`config.mk`:
```
export PLATFORM = sky130hd
export DESIGN_NAME = mem_lsu_flat
export DESIGN_NICKNAME = d
export VERILOG_FILES = /design/src/rtl/ck_riscv_pkg.sv /design/src/rtl/mem_lsu_if.sv /design/src/rtl/mem_lsu_fmt.sv /design/src/rtl/mem_lsu.sv /design/src/flat_wrapper.sv
export SDC_FILE = /design/constraint.sdc
export NUM_CORES = 1
export LEC_CHECK = 0
export ABC_AREA = 1
export CORE_ASPECT_RATIO = 1.75
export CORE_MARGIN = 5
export CORE_UTILIZATION = 35
export CTS_CLUSTER_DIAMETER = 100
export CTS_CLUSTER_SIZE = 16
export DETAILED_ROUTE_END_ITERATION = 8
export GPL_TIMING_DRIVEN = 0
export PLACE_DENSITY = 0.68
export SLEW_MARGIN = 40
export SYNTH_ARGS = -nofsm -noshare
export SYNTH_HDL_FRONTEND = slang
export SYNTH_HIERARCHICAL = 1
export SYNTH_SLANG_ARGS = --single-unit
```
`constraint.sdc`:
```
create_clock -name clk -period 1.7 [get_ports clk]
set_input_delay 0.34 -clock clk [delete_from_list [all_inputs] [get_ports clk]]
set_output_delay 0.34 -clock clk [all_outputs]
set_load 0.01 [all_outputs]
```
`src/rtl/ck_riscv_pkg.sv`:
```
// Shared CK_riscv definitions: data width, memory access size encodings,
// LSU state encoding and the alignment rule used by the MEM stage.
package ck_riscv_pkg;

  localparam int XLEN = 32;

  localparam logic [1:0] MEM_SIZE_B = 2'b00;
  localparam logic [1:0] MEM_SIZE_H = 2'b01;
  localparam logic [1:0] MEM_SIZE_W = 2'b10;  // 2'b11 is handled as a word

  typedef enum logic [1:0] {
    LSU_IDLE        = 2'd0,
    LSU_WAIT_GNT    = 2'd1,
    LSU_WAIT_RVALID = 2'd2
  } lsu_state_e;

  // Halves need addr[0]=0, words (and the 2'b11 alias) need addr[1:0]=0.
  function automatic logic is_misaligned(input logic [1:0] size, input logic [1:0] off);
    case (size)
      MEM_SIZE_B: is_misaligned = 1'b0;
      MEM_SIZE_H: is_misaligned = off[0];
      default:    is_misaligned = (off != 2'b00);
    endcase
  endfunction

endpackage

```
`src/rtl/mem_lsu_if.sv`:
```
// req/gnt/rvalid data bus between the LSU (master) and memory (slave).
interface mem_lsu_if;
  import ck_riscv_pkg::*;

  logic            req;
  logic            we;
  logic [XLEN-1:0] addr;
  logic [3:0]      be;
  logic [XLEN-1:0] wdata;
  logic            gnt;
  logic            rvalid;
  logic [XLEN-1:0] rdata;

  modport master (output req, we, addr, be, wdata, input gnt, rvalid, rdata);
  modport slave  (input req, we, addr, be, wdata, output gnt, rvalid, rdata);
endinterface

```
`src/rtl/mem_lsu_fmt.sv`:
```
// Lane formatting for one access: byte enables and replicated store data
// from size/offset, plus lane extraction and sign/zero extension of load data.
module mem_lsu_fmt
  import ck_riscv_pkg::*;
(
  input  logic [1:0]      i_size,
  input  logic [1:0]      i_off,
  input  logic            i_unsigned,
  input  logic [XLEN-1:0] i_sdata,
  input  logic [XLEN-1:0] i_rdata,
  output logic [3:0]      o_be,
  output logic [XLEN-1:0] o_wdata,
  output logic [XLEN-1:0] o_ldata
);

  logic [7:0]  w_byte;
  logic [15:0] w_half;

  assign w_byte = i_rdata[{i_off, 3'b000} +: 8];
  assign w_half = i_rdata[{i_off[1], 4'b0000} +: 16];

  // Size decode: store lanes are replicated so the enables alone pick the target bytes.
  always_comb begin
    o_be    = 4'b1111;
    o_wdata = i_sdata;
    o_ldata = i_rdata;
    case (i_size)
      MEM_SIZE_B: begin
        o_be    = 4'b0001 << i_off;
        o_wdata = {4{i_sdata[7:0]}};
        o_ldata = {{24{~i_unsigned & w_byte[7]}}, w_byte};
      end
      MEM_SIZE_H: begin
        o_be    = 4'b0011 << i_off;
        o_wdata = {2{i_sdata[15:0]}};
        o_ldata = {{16{~i_unsigned & w_half[15]}}, w_half};
      end
      default: ;
    endcase
  end

endmodule

```
`src/rtl/mem_lsu.sv`:
```
// MEM-stage load/store unit: issues EX/MEM memory commands on the data bus,
// stalls the pipeline while a transaction is open, formats and registers
// load data for WB, and flags misaligned accesses and bus timeouts.
module mem_lsu
  import ck_riscv_pkg::*;
#(
  parameter int unsigned TIMEOUT_CYC = 255
) (
  input  logic            clk,
  input  logic            rstn,
  input  logic            mem_rd_in,
  input  logic            mem_wr_in,
  input  logic [1:0]      mem_size_in,
  input  logic            mem_unsigned_in,
  input  logic [XLEN-1:0] alu_ex_result_in,
  input  logic [XLEN-1:0] store_data_in,
  mem_lsu_if.master       dbus,
  output logic            lsu_stall,
  output logic [XLEN-1:0] load_data_out,
  output logic            misalign_exc,
  output logic            bus_err
);

  localparam int CW = (TIMEOUT_CYC > 0) ? $clog2(TIMEOUT_CYC + 1) : 1;

  lsu_state_e      r_state;
  logic            r_we;
  logic [XLEN-1:0] r_addr;
  logic [1:0]      r_size;
  logic [1:0]      r_off;
  logic            r_uns;
  logic [3:0]      r_be;
  logic [XLEN-1:0] r_wdata;
  logic [CW-1:0]   r_cnt;
  logic [XLEN-1:0] r_ldata;
  logic            r_misalign;
  logic            r_bus_err;

  logic            w_cmd, w_mis, w_go, w_to;
  logic [3:0]      w_st_be;
  logic [XLEN-1:0] w_st_wdata, w_ld_data;
  logic [XLEN-1:0] w_unused_ld, w_unused_wdata;
  logic [3:0]      w_unused_be;

  assign w_cmd = mem_rd_in | mem_wr_in;
  assign w_mis = w_cmd & is_misaligned(mem_size_in, alu_ex_result_in[1:0]);
  assign w_go  = w_cmd & ~w_mis;
  assign w_to  = (TIMEOUT_CYC != 0) && (r_cnt == CW'(TIMEOUT_CYC));

  // Store side: formats the incoming EX/MEM command for same-cycle issue.
  mem_lsu_fmt u_fmt_st (
    .i_size     (mem_size_in),
    .i_off      (alu_ex_result_in[1:0]),
    .i_unsigned (mem_unsigned_in),
    .i_sdata    (store_data_in),
    .i_rdata    ('0),
    .o_be       (w_st_be),
    .o_wdata    (w_st_wdata),
    .o_ldata    (w_unused_ld)
  );

  // Load side: extracts returned data using the latched access shape.
  mem_lsu_fmt u_fmt_ld (
    .i_size     (r_size),
    .i_off      (r_off),
    .i_unsigned (r_uns),
    .i_sdata    (r_wdata),
    .i_rdata    (dbus.rdata),
    .o_be       (w_unused_be),
    .o_wdata    (w_unused_wdata),
    .o_ldata    (w_ld_data)
  );

  // Bus drive and stall: IDLE issues straight from the inputs, WAIT_GNT replays latched fields.
  always_comb begin
    dbus.req   = 1'b0;
    dbus.we    = 1'b0;
    dbus.addr  = '0;
    dbus.be    = '0;
    dbus.wdata = '0;
    lsu_stall  = 1'b0;
    case (r_state)
      LSU_IDLE: if (w_go) begin
        dbus.req   = 1'b1;
        dbus.we    = mem_wr_in;
        dbus.addr  = {alu_ex_result_in[XLEN-1:2], 2'b00};
        dbus.be    = w_st_be;
        dbus.wdata = w_st_wdata;
        lsu_stall  = ~(dbus.gnt & mem_wr_in);
      end
      LSU_WAIT_GNT: begin
        dbus.req   = 1'b1;
        dbus.we    = r_we;
        dbus.addr  = r_addr;
        dbus.be    = r_be;
        dbus.wdata = r_wdata;
        lsu_stall  = dbus.gnt ? ~r_we : ~w_to;
      end
      LSU_WAIT_RVALID: lsu_stall = ~dbus.rvalid & ~w_to;
      default: ;
    endcase
  end

  // Transaction FSM with registered load data and exception pulses; a bus response beats a same-cycle timeout.
  always_ff @(posedge clk or negedge rstn) begin
    if (!rstn) begin
      r_state    <= LSU_IDLE;
      r_we       <= 1'b0;
      r_addr     <= '0;
      r_size     <= '0;
      r_off      <= '0;
      r_uns      <= 1'b0;
      r_be       <= '0;
      r_wdata    <= '0;
      r_cnt      <= '0;
      r_ldata    <= '0;
      r_misalign <= 1'b0;
      r_bus_err  <= 1'b0;
    end else begin
      r_misalign <= 1'b0;
      r_bus_err  <= 1'b0;
      case (r_state)
        LSU_IDLE: begin
          if (w_mis) begin
            r_misalign <= 1'b1;
          end else if (w_go) begin
            r_we    <= mem_wr_in;
            r_addr  <= {alu_ex_result_in[XLEN-1:2], 2'b00};
            r_size  <= mem_size_in;
            r_off   <= alu_ex_result_in[1:0];
            r_uns   <= mem_unsigned_in;
            r_be    <= w_st_be;
            r_wdata <= w_st_wdata;
            r_cnt   <= '0;
            if (dbus.gnt) r_state <= mem_wr_in ? LSU_IDLE : LSU_WAIT_RVALID;
            else          r_state <= LSU_WAIT_GNT;
          end
        end
        LSU_WAIT_GNT: begin
          if (dbus.gnt) begin
            r_state <= r_we ? LSU_IDLE : LSU_WAIT_RVALID;
            r_cnt   <= '0;
          end else if (w_to) begin
            r_state   <= LSU_IDLE;
            r_bus_err <= 1'b1;
            if (!r_we) r_ldata <= '0;
          end else begin
            r_cnt <= r_cnt + CW'(1);
          end
        end
        LSU_WAIT_RVALID: begin
          if (dbus.rvalid) begin
            r_ldata <= w_ld_data;
            r_state <= LSU_IDLE;
          end else if (w_to) begin
            r_state   <= LSU_IDLE;
            r_bus_err <= 1'b1;
            r_ldata   <= '0;
          end else begin
            r_cnt <= r_cnt + CW'(1);
          end
        end
        default: r_state <= LSU_IDLE;
      endcase
    end
  end

  assign load_data_out = r_ldata;
  assign misalign_exc  = r_misalign;
  assign bus_err       = r_bus_err;

endmodule

```
`src/flat_wrapper.sv`:
```
// flat-port wrapper written by rule: the top's interface ports become plain ports
module mem_lsu_flat import ck_riscv_pkg::*;
#(
  parameter int unsigned TIMEOUT_CYC = 255
)
  (clk, rstn, mem_rd_in, mem_wr_in, mem_size_in, mem_unsigned_in, alu_ex_result_in, store_data_in, lsu_stall, load_data_out, misalign_exc, bus_err, dbus_req, dbus_we, dbus_addr, dbus_be, dbus_wdata, dbus_gnt, dbus_rvalid, dbus_rdata);
  mem_lsu_if dbus_i ();
  input  logic clk;
  input  logic rstn;
  input  logic mem_rd_in;
  input  logic mem_wr_in;
  input  logic [1:0] mem_size_in;
  input  logic mem_unsigned_in;
  input  logic [XLEN-1:0] alu_ex_result_in;
  input  logic [XLEN-1:0] store_data_in;
  output logic lsu_stall;
  output logic [XLEN-1:0] load_data_out;
  output logic misalign_exc;
  output logic bus_err;
  output wire logic [$bits(dbus_i.req)-1:0] dbus_req;
  output wire logic [$bits(dbus_i.we)-1:0] dbus_we;
  output wire logic [$bits(dbus_i.addr)-1:0] dbus_addr;
  output wire logic [$bits(dbus_i.be)-1:0] dbus_be;
  output wire logic [$bits(dbus_i.wdata)-1:0] dbus_wdata;
  input wire logic [$bits(dbus_i.gnt)-1:0] dbus_gnt;
  input wire logic [$bits(dbus_i.rvalid)-1:0] dbus_rvalid;
  input wire logic [$bits(dbus_i.rdata)-1:0] dbus_rdata;
  assign dbus_req = dbus_i.req;
  assign dbus_we = dbus_i.we;
  assign dbus_addr = dbus_i.addr;
  assign dbus_be = dbus_i.be;
  assign dbus_wdata = dbus_i.wdata;
  assign dbus_i.gnt = dbus_gnt;
  assign dbus_i.rvalid = dbus_rvalid;
  assign dbus_i.rdata = dbus_rdata;
  mem_lsu #(.TIMEOUT_CYC(TIMEOUT_CYC)) u_core (.clk(clk), .rstn(rstn), .mem_rd_in(mem_rd_in), .mem_wr_in(mem_wr_in), .mem_size_in(mem_size_in), .mem_unsigned_in(mem_unsigned_in), .alu_ex_result_in(alu_ex_result_in), .store_data_in(store_data_in), .dbus(dbus_i), .lsu_stall(lsu_stall), .load_data_out(load_data_out), .misalign_exc(misalign_exc), .bus_err(bus_err));
endmodule
```
After elaboration in Yosys (flattened, before gate mapping)

Cells that the tools add are included.

Bits in registers: 116
Input port bits: 105
Word-level logic and storage cells: 96

$add $sub $neg: 1
Eq/ne operators: 12
Shifts and indexed selects: 4
Multiplexer cells: 44
Bitwise gates (word level): 13
Reduce and logical (&&, ||, !) cells: 10

Operators with widths:

| operator                                                                | count |
|---|---|
| 32-bit one-hot mux with 2 select lines                                  | 5 |
| 32-bit two-way mux                                                      | 7 |
| 8-bit two-way mux                                                       | 5 |
| 32-bit by 6-bit variable part select with 16-bit output                 | 1 |
| 32-bit by 6-bit variable part select with 8-bit output                  | 1 |
| 8-bit one-hot mux with 3 select lines                                   | 1 |
| 2-bit two-way mux                                                       | 8 |
| 4-bit one-hot mux with 2 select lines                                   | 2 |
| 1-bit two-way mux                                                       | 9 |
| 8-bit by 1-bit adder with 8-bit output, second input constant           | 1 |
| 8-bit equality test, second input constant                              | 1 |
| 2-bit inequality test, second input constant                            | 4 |
| 1-bit one-hot mux with 2 select lines                                   | 4 |
| 1-bit AND                                                               | 6 |
| 2-bit by 1-bit equality test with 1-bit output, second input constant   | 3 |
| 2-bit zero test                                                         | 3 |
| 1-bit NOT                                                               | 6 |
| 2-bit one-hot mux with 3 select lines                                   | 1 |
| 5-bit AND reduction                                                     | 1 |
| 4-bit two-way mux                                                       | 1 |
| 2-bit by 1-bit inequality test with 1-bit output, second input constant | 2 |
| 4-bit AND reduction                                                     | 1 |
| 2-bit nonzero test                                                      | 2 |
| 1-bit by 2-bit left shift with 4-bit output, first input constant       | 1 |
| other kinds (8)                                                         | 8 |

Longest topological paths before layout

Depth after elaboration: 8
Mapped depth: 12
Depth with buffers taken out: 11

Modules after synthesis

Netlist, hierarchy kept.

By module, submodules not included:

| module      | times used | cells each | area each (sq um) | sequential area each (sq um) |
|---|---|---|---|---|
| mem_lsu     | 1          | 802        | 5919.4            | 2902.8 |
| mem_lsu_fmt | 2          | 252        | 1156.1            | 0.0 |

Worst setup path before layout

OpenSTA, ideal clock, no wires.

Path type: flip-flop to output port
Start: reg u_core.r_state[1]
End: out dbus_addr[10]
Arrival time: 1.593 ns
Data required time: 1.360 ns
Path slack: -0.233 ns
Cell stages (with the launch flop): 9
Cells stage by stage: dfrtp_1 > inv_1 > ha_1 > inv_1 > nor2_1 > nand2_1 > buf_2 > clkbuf_1 > o21ai_0

Longest elaborated chain between the ends: 2

Ends and longest elaborated chain:

| item                                                                              | line               | text |
|---|---|---|
| from (decl)                                                                       | mem_lsu.sv:26      | `lsu_state_e r_state;` |
| from (signal assigned)                                                            | mem_lsu.sv:135     | `if (dbus.gnt) r_state <= mem_wr_in ? LSU_IDLE : LSU_WAIT_RVALID;` |
| from (signal assigned)                                                            | mem_lsu.sv:141     | `r_state <= r_we ? LSU_IDLE : LSU_WAIT_RVALID;` |
| 2-bit by 1-bit equality test with 1-bit output or 2-bit zero test (tied branches) | mem_lsu.sv:82      | `case (r_state)` |
| 32-bit one-hot mux with 2 select lines *                                          | mem_lsu.sv:82      |  |
| to (decl)                                                                         | flat_wrapper.sv:22 | `output wire logic [$bits(dbus_i.addr)-1:0] dbus_addr;` |

Every way passes the cells marked *; elsewhere a longest branch is shown, timed or not.

Final worst setup path

Start: reg u_core.r_state[1]
End: out dbus_wdata[10]

Longest elaborated chain between the ends: 2

Ends and longest elaborated chain:

| item                                                                              | line               | text |
|---|---|---|
| 2-bit by 1-bit equality test with 1-bit output or 2-bit zero test (tied branches) | mem_lsu.sv:82      |  |
| 32-bit one-hot mux with 2 select lines *                                          | mem_lsu.sv:82      |  |
| to (decl)                                                                         | flat_wrapper.sv:24 | `output wire logic [$bits(dbus_i.wdata)-1:0] dbus_wdata;` |

Marked as above.

==> flow_metrics.env <==
export IMPL_cp_required_ns=1.36
export IMPL_synth_warnings=6
export IMPL_netlist_area_um2=7182
export IMPL_dp_hpwl_mm=18.95
export IMPL_status="complete, but fails checks"
export IMPL_io_pins=210
export IMPL_min_path_type="input pin to register"
export IMPL_rsz0062_at_grt="yes"
export IMPL_p_leak_nw=6.379
export IMPL_port_buffers=207
export IMPL_worst_setup_path_start_kind="register"
export IMPL_finalCriticalPeriod_ns=2.372
export IMPL_critPathKind="register to output pin"
export IMPL_fmax_ghz=0.4215
export IMPL_setup_violations=173
export IMPL_die_x_um=118.3
export IMPL_finalWirelength_mm=28.12
export IMPL_cp_top_family="buffers and inverters"
export IMPL_p_seq_share_pct=23.2
export IMPL_power_switching_mw=8.482
export IMPL_placed_area_um2=10360
export IMPL_rows=69
export IMPL_htree_num_levels=4
export IMPL_slowest_stage="dfrtp_2"
export IMPL_design_area_um2=12630
export IMPL_fillerInstances=1706
export IMPL_arrival_ns=2.03
export IMPL_worstSetupEndpointType="output pin"
export IMPL_antenna_found_initial=3
export IMPL_die_area_um2=23600
export IMPL_drt_pass1_iterations=5
export IMPL_post_drt_wl_per_cell_um=17.35
export IMPL_worst_pin_slew_ns=0.5453
export IMPL_drv_slew=0
export IMPL_vdd_drop_max_v=0.001081
export IMPL_max_cap_violations=0
export IMPL_startpoint="u_core/r_state[1]$_DFFE_PN0P_"
export IMPL_max_stage_delay_ns=0.44
export IMPL_fin_nets=1468
export IMPL_drcViolationCount=0
export IMPL_path_buf_inv=5
export IMPL_grtUsageTotal_pct=22.26
export IMPL_syn_inst=1073
export IMPL_p_int_mw=11.96
export IMPL_min_period_over_period_pct=139.5
export IMPL_grt_pass1_wl_mm=41.29
export IMPL_cts_sinks=116
export IMPL_coreArea_um2=20290
export IMPL_hp_start="alu_ex_result_in[0]"
export IMPL_antenna_left=0
export IMPL_crit_top_cell="inv_4"
export IMPL_grt_overflow=0
export IMPL_slew_headroom_pct=63.65
export IMPL_path_clk_slew_ns=0.06
export IMPL_place_ws_ns=-1.229
export IMPL_p_clk_share_pct=17.0
export IMPL_gp_congestion=0.9001
export IMPL_p_per_area_nw_per_um2=1619
export IMPL_initial_core_util_pct=35.40
export IMPL_timing_hold_violations_final=0
export IMPL_grt_pass1_vias=8120
export IMPL_switching_share_pct=41.49
export IMPL_fin_ws_ns=-0.6723
export IMPL_reg2reg_from="u_core/r_state[1]$_DFFE_PN0P_"
export IMPL_violations="negative setup slack"
export IMPL_cts_path_max_buffers=2
export IMPL_grt_max_degree=69
export IMPL_numCtsBuffers=17
export IMPL_final_layout_size_suffix_gt1_share_pct=32.39
export IMPL_path_cells="inv_4, ha_4, inv_4, nor2_4, nand2_4, buf_12, clkbuf_16, o21ai_4, buf_6"
export IMPL_vias=8072
export IMPL_avgSynthCellArea_um2=6.693
export IMPL_clk_latency_ns=0.42
export IMPL_area_growth_pct=75.84
export IMPL_worstPathMaxFanout=6
export IMPL_skew_ns=0.01099
export IMPL_p_comb_share_pct=59.8
export IMPL_cts_tree="yes"
export IMPL_viasPerCell=4.980
export IMPL_drtIter0Drc=393
export IMPL_cts_root_buffer="clkbuf_16"
export IMPL_die_y_um=199.5
export IMPL_tns_ns=-62.07
-- flip-flops by register name, summed over array words and instances, names as in the netlist, 2 cells and up --
name                  count
u_core/r_size             2
u_core/r_off              2
u_core/r_state            2
u_core/load_data_out     32
u_core/r_wdata           32
u_core/r_addr            30
u_core/r_be               4
u_core/r_cnt              8
-- metrics by stage --
stage                     hold WS [ns]  util, %  instances  total power [mW]
after detailed placement        0.3306    51.09       1530             13.53
after floorplan                0.04441        -       1074             9.965
after global routing            0.3133    62.24       1621             21.64
after global placement          0.4529    50.93       1529             13.40
final                           0.3060    62.24       1621             20.45
after CTS                       0.3675    57.99       1606             18.61
-- routing by layer --
metal  part of all wire [%]  vias up  track usage (%)  wire length, um
met3                    6.0       73            6.004             1700
li1                       -     3904                -                -
met4                    4.0        2            10.12             1117
met1                     34     3830            21.36             9578
met5                  0.046        -                0               13
met2                     56      263            43.48            15710
-- worst min-delay path: stages --
cell	delay, ns
dlymetal6s2s_1	0.17
inv_1	0.10
o21ai_1	0.08
-- final cells by class --
type                            instances  area, um2  share of cell area (%)
Antenna cell                            2      5.005                 0.03963
Clock buffer                           22      444.2                   3.517
Timing Repair Buffer                  266       2974                   23.55
Buffer                                 79      839.6                   6.648
Multi-Input combinational cell        727       4463                   35.34
Tap cell                              248      310.3                   2.457
Clock inverter                         10      108.9                  0.8620
Sequential cell                       116       2904                   23.00
Inverter                              151      579.3                   4.587
-- power by group through the flow --
stage               Clock, mW  Sequential (mW)  Combinational [mW]
detailed placement          0             4.52                9.01
global placement            0             4.47                8.93
floorplan                   0             4.47                5.49
CTS                      3.50             4.48                10.6
global route             3.63             4.87                13.1
finish                   3.47             4.75                12.2
-- path summary, 6_finish.rpt --
| kind | cells past startpoint | slack, ns | end |
|---|---|---|---|
| max | 9 | -0.67 | dbus_wdata[10] |
| min | 3 | 0.31 | u_core/r_off[0]$_DFFE_PN0P_ |
| max reg2reg | 11 | -0.25 | u_core/load_data_out[27]$_DFFE_PN0P_ |
| min reg2reg | 2 | 0.47 | u_core/load_data_out[16]$_DFFE_PN0P_ |
| max in group asynchronous | 3 | 0.57 | u_core/r_addr[24]$_DFFE_PN0P_ |
| min in group asynchronous | 2 | 0.46 | u_core/r_wdata[19]$_DFFE_PN0P_ |
-- cell usage in the layout (no fill, tap or decap), types with 34 or more instances in the layout --
cell	n
buf_4	43
dfrtp_1	115
nand2_1	289
nand2_2	60
nor2_1	53
inv_1	135
o21ai_2	41
buf_6	84
clkdlybuf4s50_1	122
o21ai_0	34
nand3_1	63
o21ai_1	42
o21ai_4	58
clkbuf_16	40
-- timing repair --
| action | 4_1_cts | 5_1_grt |
|---|---|---|
| pin swaps | 11 | 11 |
| hold endpoints to repair | 67 | 0 |
| resized for setup | 464 | 280 |
| hold buffers | 1 | 0 |
| setup endpoints to repair | 169 | 189 |
| gates cloned | 13 | 6 |
| setup buffers | 30 | 12 |
(Power assumes the default switching activity.)
